**src/rtl/regfile_write_sched_if.sv**
```systemverilog
// Write-port bus between the two requesters, the clear control and the
// register file's single write port.
interface regfile_write_sched_if #(
  parameter int DATA_W = 8,
  parameter int ADDR_W = 4
);
  logic              clr_start;
  logic              clr_busy;
  logic              clr_done;

  logic              req0_valid;
  logic [ADDR_W-1:0] req0_addr;
  logic [DATA_W-1:0] req0_data;
  logic              ack0;

  logic              req1_valid;
  logic [ADDR_W-1:0] req1_addr;
  logic [DATA_W-1:0] req1_data;
  logic              ack1;

  logic              we3;
  logic [ADDR_W-1:0] wa3;
  logic [DATA_W-1:0] wd3;

  // Requester / register-file side
  modport master (
    output clr_start,
    output req0_valid, req0_addr, req0_data,
    output req1_valid, req1_addr, req1_data,
    input  clr_busy, clr_done, ack0, ack1,
    input  we3, wa3, wd3
  );

  // Scheduler side
  modport slave (
    input  clr_start,
    input  req0_valid, req0_addr, req0_data,
    input  req1_valid, req1_addr, req1_data,
    output clr_busy, clr_done, ack0, ack1,
    output we3, wa3, wd3
  );
endinterface

```
**src/rtl/regfile_write_sched.sv**
```systemverilog
// Write-port scheduler for the 16 x 8 register file: arbitrates CPU
// write-back (port 0) and loader I/O (port 1) round-robin onto the single
// write port, and sequences a bulk clear of registers 1..15 after reset or
// on clr_start. Register 0 is hard zero and never written.
module regfile_write_sched #(
  parameter int DATA_W = 8,
  parameter int ADDR_W = 4,
  parameter int NREGS  = 2**ADDR_W
) (
  input  logic                  clk,
  input  logic                  rst,
  regfile_write_sched_if.slave  bus
);

  typedef enum logic {CLEAR, RUN} state_t;

  state_t            state;
  logic [ADDR_W:0]   cnt;
  logic              last;
  logic              we3_q;
  logic [ADDR_W-1:0] wa3_q;
  logic [DATA_W-1:0] wd3_q;
  logic              clr_done_q;

  logic              grant0;
  logic              grant1;
  logic              ack0;
  logic              ack1;

  // Round-robin: a lone request wins, on a tie the port that did not go last wins
  always_comb begin
    grant0 = bus.req0_valid & (~bus.req1_valid | last);
    grant1 = bus.req1_valid & (~bus.req0_valid | ~last);
    ack0   = (state == RUN) & ~bus.clr_start & grant0;
    ack1   = (state == RUN) & ~bus.clr_start & grant1;
  end

  // Clear sequencing, write issue and round-robin history; the edge that
  // accepts clr_start already issues register 1 so the clear spans 15 edges
  always_ff @(posedge clk or posedge rst) begin
    if (rst) begin
      state      <= CLEAR;
      cnt        <= (ADDR_W+1)'(1);
      last       <= 1'b1;
      we3_q      <= 1'b0;
      wa3_q      <= '0;
      wd3_q      <= '0;
      clr_done_q <= 1'b0;
    end else begin
      we3_q      <= 1'b0;
      clr_done_q <= 1'b0;
      case (state)
        CLEAR: begin
          if (cnt == (ADDR_W+1)'(NREGS)) begin
            state      <= RUN;
            clr_done_q <= 1'b1;
          end else begin
            we3_q <= 1'b1;
            wa3_q <= cnt[ADDR_W-1:0];
            wd3_q <= '0;
            cnt   <= cnt + (ADDR_W+1)'(1);
          end
        end
        RUN: begin
          if (bus.clr_start) begin
            state <= CLEAR;
            we3_q <= 1'b1;
            wa3_q <= ADDR_W'(1);
            wd3_q <= '0;
            cnt   <= (ADDR_W+1)'(2);
          end else if (ack0) begin
            last <= 1'b0;
            if (bus.req0_addr != '0) begin
              we3_q <= 1'b1;
              wa3_q <= bus.req0_addr;
              wd3_q <= bus.req0_data;
            end
          end else if (ack1) begin
            last <= 1'b1;
            if (bus.req1_addr != '0) begin
              we3_q <= 1'b1;
              wa3_q <= bus.req1_addr;
              wd3_q <= bus.req1_data;
            end
          end
        end
        default: state <= CLEAR;
      endcase
    end
  end

  assign bus.ack0     = ack0;
  assign bus.ack1     = ack1;
  assign bus.we3      = we3_q;
  assign bus.wa3      = wa3_q;
  assign bus.wd3      = wd3_q;
  assign bus.clr_busy = (state == CLEAR);
  assign bus.clr_done = clr_done_q;

endmodule
```
**src/flat_wrapper.sv**
```systemverilog
// flat-port wrapper written by rule: the top's interface ports become plain ports
module regfile_write_sched_flat 
#(
  parameter int DATA_W = 8,
  parameter int ADDR_W = 4,
  parameter int NREGS  = 2**ADDR_W
)
  (clk, rst, bus_clr_start, bus_req0_valid, bus_req0_addr, bus_req0_data, bus_req1_valid, bus_req1_addr, bus_req1_data, bus_clr_busy, bus_clr_done, bus_ack0, bus_ack1, bus_we3, bus_wa3, bus_wd3);
  regfile_write_sched_if #(.DATA_W(DATA_W), .ADDR_W(ADDR_W)) bus_i ();
  input  logic clk;
  input  logic rst;
  input wire logic [$bits(bus_i.clr_start)-1:0] bus_clr_start;
  input wire logic [$bits(bus_i.req0_valid)-1:0] bus_req0_valid;
  input wire logic [$bits(bus_i.req0_addr)-1:0] bus_req0_addr;
  input wire logic [$bits(bus_i.req0_data)-1:0] bus_req0_data;
  input wire logic [$bits(bus_i.req1_valid)-1:0] bus_req1_valid;
  input wire logic [$bits(bus_i.req1_addr)-1:0] bus_req1_addr;
  input wire logic [$bits(bus_i.req1_data)-1:0] bus_req1_data;
  output wire logic [$bits(bus_i.clr_busy)-1:0] bus_clr_busy;
  output wire logic [$bits(bus_i.clr_done)-1:0] bus_clr_done;
  output wire logic [$bits(bus_i.ack0)-1:0] bus_ack0;
  output wire logic [$bits(bus_i.ack1)-1:0] bus_ack1;
  output wire logic [$bits(bus_i.we3)-1:0] bus_we3;
  output wire logic [$bits(bus_i.wa3)-1:0] bus_wa3;
  output wire logic [$bits(bus_i.wd3)-1:0] bus_wd3;
  assign bus_i.clr_start = bus_clr_start;
  assign bus_i.req0_valid = bus_req0_valid;
  assign bus_i.req0_addr = bus_req0_addr;
  assign bus_i.req0_data = bus_req0_data;
  assign bus_i.req1_valid = bus_req1_valid;
  assign bus_i.req1_addr = bus_req1_addr;
  assign bus_i.req1_data = bus_req1_data;
  assign bus_clr_busy = bus_i.clr_busy;
  assign bus_clr_done = bus_i.clr_done;
  assign bus_ack0 = bus_i.ack0;
  assign bus_ack1 = bus_i.ack1;
  assign bus_we3 = bus_i.we3;
  assign bus_wa3 = bus_i.wa3;
  assign bus_wd3 = bus_i.wd3;
  regfile_write_sched #(.DATA_W(DATA_W), .ADDR_W(ADDR_W), .NREGS(NREGS)) u_core (.clk(clk), .rst(rst), .bus(bus_i));
endmodule
```
**config.mk**
```make
export PLATFORM = sky130hd
export DESIGN_NAME = regfile_write_sched_flat
export DESIGN_NICKNAME = d
export VERILOG_FILES = /design/src/rtl/regfile_write_sched_if.sv /design/src/rtl/regfile_write_sched.sv /design/src/flat_wrapper.sv
export SDC_FILE = /design/constraint.sdc
export NUM_CORES = 1
export LEC_CHECK = 0
export CORE_MARGIN = 5
export CORE_UTILIZATION = 44
export CTS_BUF_LIST = sky130_fd_sc_hd__clkbuf_4 sky130_fd_sc_hd__clkbuf_8
export DETAILED_ROUTE_END_ITERATION = 10
export PLACE_DENSITY = 0.82
export SKIP_LAST_GASP = 1
export SLEW_MARGIN = 30
export SYNTH_ARGS = -nofsm -noshare
export SYNTH_HDL_FRONTEND = slang
export SYNTH_SLANG_ARGS = --single-unit
```
**constraint.sdc**
```tcl
create_clock -name clk -period 2.7 [get_ports clk]
set_input_delay 0.54 -clock clk [delete_from_list [all_inputs] [get_ports clk]]
set_output_delay 0.54 -clock clk [all_outputs]
set_load 0.02 [all_outputs]
```
==> reports/metrics.cfg, run 1 <==
[sta]
finalCritPeriodShare_pct=94.6
setup_viol=0
slew_violations=0
fin_crit_ns=2.55
fin_worst_skew_ns=0.00855
rsz0062_at_grt=false
worstMarginPinSlew_ns=0.801
fmaxAchievable_mhz=391
hold_violations=0
setup_tns_ns=0
slew_headroom_pct=46.5

[floorplanning]
chipHeight_um=60.5
num_rows=18
die_x_um=60.5
io_pins=46
initial_core_util_pct=45.7
dieArea_sq_um=3660
core-area_sq_um=2450

[synth]
yosys_warnings=0
synth_cells=102
ys_seq_area_share_pct=47.1
yosys-top-cells-area=dfrtp_1 42%, mux2i_1 11%, mux2_1 9.0%
synth_top_area_share_pct=42.4
yosysUniqueCellTypes=29
ys_ff_latch=21
avgSynthCellArea_sq_um=11.0
syn_area_sq_um=1120
syn-num-nets=133
synth_largest_area_cell=dfrtp_1

[setup_path]
start_kind=input port
required_ns=2.16
worstPathArrival_ns=2.01
critPathMaxFanout=4
path_class=in -> out
endpoint_kind=output port

[routing]
dr.pass1.iters=4
wirelength_um=2760
drt.antenna.violating_nets=0
post-route-drc-count=0
drt-initial-drc-count=14
detail_route.wl_per_cell_um=15.4
routed_via_density=5.34
vias=961

[pwr]
total_power_mw=1.21
p_leak_nw=0.758
ir_drop_mv=0.611
power.density_nw_per_um2=733

[global_route]
grt_pass1_wl_um=4460
antenna_found_initial=0
grt_pass1_vias=993
grt_max_degree=22
grt-ovfl-total=0
grt_util_all_layers_pct=16.7

[cts]
cts_setup_buffers=0
numClockSinks=21
clockRootBuffer=clkbuf_4
cts_buffer_depth=2
clkTransAtPathRegs_ns=0.11
holdBufCountCts=0
numCtsBuffers=3
htreeDepth=1
cts_tree=yes
post_cts_resized=0
clk_latency_ns=0.31

[final_layout]
postLayoutCoreUtil_pct=67.5
nNetsFinal=182
final_cell_area_sq_um=1660
diodes=0
layout-drive-gt1-share_pct=12.0
synthToLayoutAreaGrowth_pct=47.8
fillers=197

[place]
hpwl_um=2190
dpl_cell_area_sq_um=1630
place_congestion=0.810
port_buffers=45

[outcome]
status=finished, final reports clean

[min_path]
hold_path_class=reg -> reg

[job]
max-cap-violations=0

[per-layer routing]
layer	global-route usage [%]	part of all wire (%)
met1	20.4	40
met2	28.9	53
met3	3.40	5.3
met4	7.12	1.7
met5	0	0
[worst paths after layout]
kind                                         from  cells after the start  slack [ns]                end
worst max-delay path                bus_clr_start                      5        0.15           bus_ack0
worst min-delay path            u_core.bus.wd3[6]                      1        0.50  u_core.bus.wd3[6]
worst max register to register      u_core.cnt[0]                      6        0.69  u_core.bus.wd3[7]
worst min register to register  u_core.bus.wd3[6]                      1        0.50  u_core.bus.wd3[6]
max in group asynchronous                     rst                      2        1.52  u_core.bus.wd3[1]
min in group asynchronous                     rst                      2        0.67      u_core.cnt[2]
[power breakdown]
| part | internal [mW] | switching, mW |
|---|---|---|
| sequential | 0.419 | 0.0734 |
| combinational | 0.284 | 0.273 |
| clock | 0.0677 | 0.0973 |
[final cells by class]
type,instances,area (sq um),area share (%)
multi-input cells,67,531,32.0
flip-flops and latches,21,528,31.9
repair buffers,50,500,30.2
well taps,30,37.5,2.27
clock buffers,4,30.0,1.81
inverters,8,30.0,1.81
[flip-flops by register name, summed over array words and instances (netlist names)]
signal	count
u_core.bus.clr_done	1
u_core.bus.wa3	4
u_core.bus.wd3	8
u_core.bus.we3	1
u_core.cnt	5
u_core.last	1
u_core.state	1
[placed cells by master (no fill, tap or decap), types with 3 or more instances in the layout]
cell type	instances
clkdlybuf4s50_1	45
nor3_1	3
nor2_1	11
inv_1	7
a21oi_1	3
o22ai_1	5
mux2i_1	12
clkbuf_4	4
mux2_1	9
buf_4	4
dfrtp_1	19
mux2_2	3
[cell usage after synthesis]
master,instances
nand2b_1,2
o21ai_0,1
mux2i_1,12
inv_2,1
o22ai_1,5
nand2_1,1
clkbuf_1,3
and4_1,1
a211oi_1,1
buf_6,1
a211oi_4,1
nor4_1,2
dfrtp_1,19
o31ai_1,2
mux2_4,1
ha_1,2
dfstp_2,2
a31oi_1,2
a22oi_1,1
o21ai_2,1
inv_1,7
mux2_2,3
a21oi_1,3
buf_2,2
nor2_1,11
xnor2_1,1
nor3_1,3
nand3_1,2
mux2_1,9
[worst max-delay path: stages]
cell and delay, ns:
clkdlybuf4s50_1 0.42, nand2b_1 0.16, buf_4 0.15, nor2_1 0.11
clkdlybuf4s50_1 0.63
[logic make-up after synthesis]
family	synth area share (%)
compound gates	10.9
xor+xnor	0.781
fa+ha+maj	2.23
buf+inv	5.58
flops	47.1
mux	24.1
simple gates	9.26
[through the flow]
stage               instances  hold WS, ns  setup slack, ns
global placement          176        0.468            0.127
CTS                       180        0.501            0.148
global route              180        0.511           0.0893
finish                    180        0.496            0.145
floorplan                 102        0.437            0.593
detailed placement        176        0.474            0.132
Power figures use the tool's default switching activity.
==> run 2: changes to the inputs <==
--- a/config.mk
+++ b/config.mk
@@ -5,11 +5,13 @@
 export SDC_FILE = /design/constraint.sdc
 export NUM_CORES = 1
 export LEC_CHECK = 0
+export ABC_AREA = 1
+export CAP_MARGIN = 20
 export CORE_MARGIN = 5
-export CORE_UTILIZATION = 44
+export CORE_UTILIZATION = 45
 export CTS_BUF_LIST = sky130_fd_sc_hd__clkbuf_4 sky130_fd_sc_hd__clkbuf_8
 export DETAILED_ROUTE_END_ITERATION = 10
-export PLACE_DENSITY = 0.82
+export PLACE_DENSITY = 0.81
 export SKIP_LAST_GASP = 1
 export SLEW_MARGIN = 30
 export SYNTH_ARGS = -nofsm -noshare
==> reports/metrics.cfg, run 2 <==
[outcome]
status=finished, final reports clean

[sta]
fin_worst_skew_ns=0.00964
finalCritPeriodShare_pct=96.7
worstMarginPinSlew_ns=0.770
slew_violations=0
slew_headroom_pct=48.6
fmaxAchievable_mhz=383
fin_crit_ns=2.61
timing.hold.ws_ns=0.494
hold_violations=0
rsz0062_at_grt=false
setup_tns_ns=0
setup_viol=0

[floorplanning]
die_x_um=62.0
initial_core_util_pct=47.9
core-area_sq_um=2540
dieArea_sq_um=3850
chipHeight_um=62.0
num_rows=18
io_pins=46

[setup_path]
endpoint_kind=output port
required_ns=2.16
critPathMaxFanout=6
crit_chain=clkdlybuf4s50_1 > nor2_8 > inv_1 > nor2_1 > clkdlybuf4s50_1
path_buf_inv=3
path_class=in -> out
reg2reg_depth=9
worstPathArrival_ns=2.07
r2r-start=u_core.cnt[0]
r2r_end=u_core.cnt[0]
crit_family=buffers and inverters
start_kind=input port
slowest_delay_ns=0.63
r2r_slack_ns=1.00
critical_path.slowest_cell=clkdlybuf4s50_1
crit_top_cell=clkdlybuf4s50_1

[synth]
yosys-top-cells-area=dfrtp_1 39%, nand2_1 18%, nand3_1 9.9%
ys_seq_area_share_pct=43.3
synth_top_cells_by_count=58 x nand2_1, 24 x nand3_1, 19 x dfrtp_1
ys_ff_latch=21
synth.most_common_cell=nand2_1
synth_largest_area_cell=dfrtp_1
synth_cells=167
postSynth.asyncResetShare_pct=100
yosys_warnings=0
avgSynthCellArea_sq_um=7.30
synth_top_area_share_pct=39.0
synth_edf_count=0
yosysUniqueCellTypes=20
ys.flop_type=dfrtp_1
syn-num-nets=198
syn_area_sq_um=1220

[job]
max-cap-violations=0

[min_path]
holdCritStartpoint=u_core.bus.wa3[2]
hold_path_class=reg -> reg
worstHoldPathCells=2
whs_endpoint=u_core.bus.wa3[2]

[cts]
clockRootBuffer=clkbuf_4
clkTransAtPathRegs_ns=0.13
holdBufCountCts=0
numClockSinks=21
post_cts_resized=0
cts_buffer_depth=2
numCtsBuffers=3
cts_tree=yes
htreeDepth=1
cts_setup_buffers=0
clk_latency_ns=0.30

[final_layout]
layout.cells.most_common=nand2_1
synthToLayoutAreaGrowth_pct=42.8
layout-drive-gt1-share_pct=10.1
fillers=206
nNetsFinal=249
diodes=0
largest_reg_flops=8
final_cell_area_sq_um=1740
mostFrequentLayoutCells=58 x nand2_1, 45 x clkdlybuf4s50_1, 24 x nand3_1, 19 x dfrtp_1, 15 x inv_1

[routing]
vias=1275
post-route-drc-count=0
drt.antenna.violating_nets=0
routed_via_density=5.16
dr.pass1.iters=4
wirelength_um=3250
detail_route.wl_per_cell_um=13.2
drt-initial-drc-count=73

[global_route]
grt-ovfl-total=0
grt_pass1_vias=1224
antenna_found_initial=0
grt_pass1_wl_um=5090
grt_max_degree=22
grt_util_all_layers_pct=18.0

[pwr]
ir_drop_mv=0.634
power.density_nw_per_um2=715
p_leak_nw=0.887
total_power_mw=1.24

[place]
hpwl_um=2610
place_congestion=0.938
port_buffers=45
dpl_cell_area_sq_um=1710

run 2: cells by family (layout without fill, tap and decap cells):
group | Yosys count | in the layout | synth area share, %
adder cells (fa/ha/maj) | 2 | 2 | 2.05
XOR/XNOR | 2 | 2 | 1.44
AND/OR/NAND/NOR | 103 | 103 | 38.2
flip-flops | 21 | 21 | 43.3
AO/OA/AOI/OAI | 16 | 16 | 6.57
buffers and inverters | 23 | 73 | 8.42
run 2: power breakdown:
group	internal [mW]	switching, mW
logic	0.259	0.329
clock network	0.0552	0.0982
registers	0.420	0.0839
total	0.734	0.511
run 2: cell type report:
cell class / instances / area [sq um] / area share (%)
multi-input combinational: 123 / 588 / 33.8
sequential: 21 / 528 / 30.3
timing repair buffer: 50 / 488 / 28.0
inverter: 19 / 71.3 / 4.10
tap: 30 / 37.5 / 2.16
clock buffer: 3 / 22.5 / 1.29
clock inverter: 1 / 5.00 / 0.288
run 2: routing by layer:
metal / up-vias / wire length (um) / global-route usage, %
met4: 0 / 53 / 6.97
met1: 600 / 1260 / 19.3
met5: - / 0 / 0
met2: 42 / 1670 / 33.9
li1: 627 / - / -
met3: 6 / 264 / 3.72
run 2: how the worst max path moves through the flow:
stage / to / cells past startpoint / slack, ns / start
finish: bus_ack0 / 5 / 0.09 / bus_clr_start
global route: bus_ack0 / 5 / 0.04 / bus_clr_start
CTS: bus_ack0 / 5 / 0.09 / bus_clr_start
detailed placement: bus_ack0 / 5 / 0.1 / bus_clr_start
global placement: bus_ack0 / 5 / 0.14 / bus_clr_start
floorplan: bus_ack0 / 3 / 1.01 / bus_clr_start
run 2: through the flow:
step | cells | setup slack (ns) | util, %
after global placement | 243 | 0.142 | 67.3
final | 247 | 0.0891 | 68.4
after detailed placement | 243 | 0.0960 | 67.3
after floorplan | 167 | 1.01 | -
after global routing | 247 | 0.0442 | 68.4
after CTS | 247 | 0.0902 | 68.4
run 2: worst reg2reg max path, cell delays in order, from the launching register on:
cell	delay (ns)
dfstp_2	0.59
inv_1	0.07
ha_1	0.19
inv_1	0.05
nor2_1	0.04
nand3_2	0.24
inv_2	0.10
nor2_4	0.17
inv_1	0.09
o21ai_1	0.12
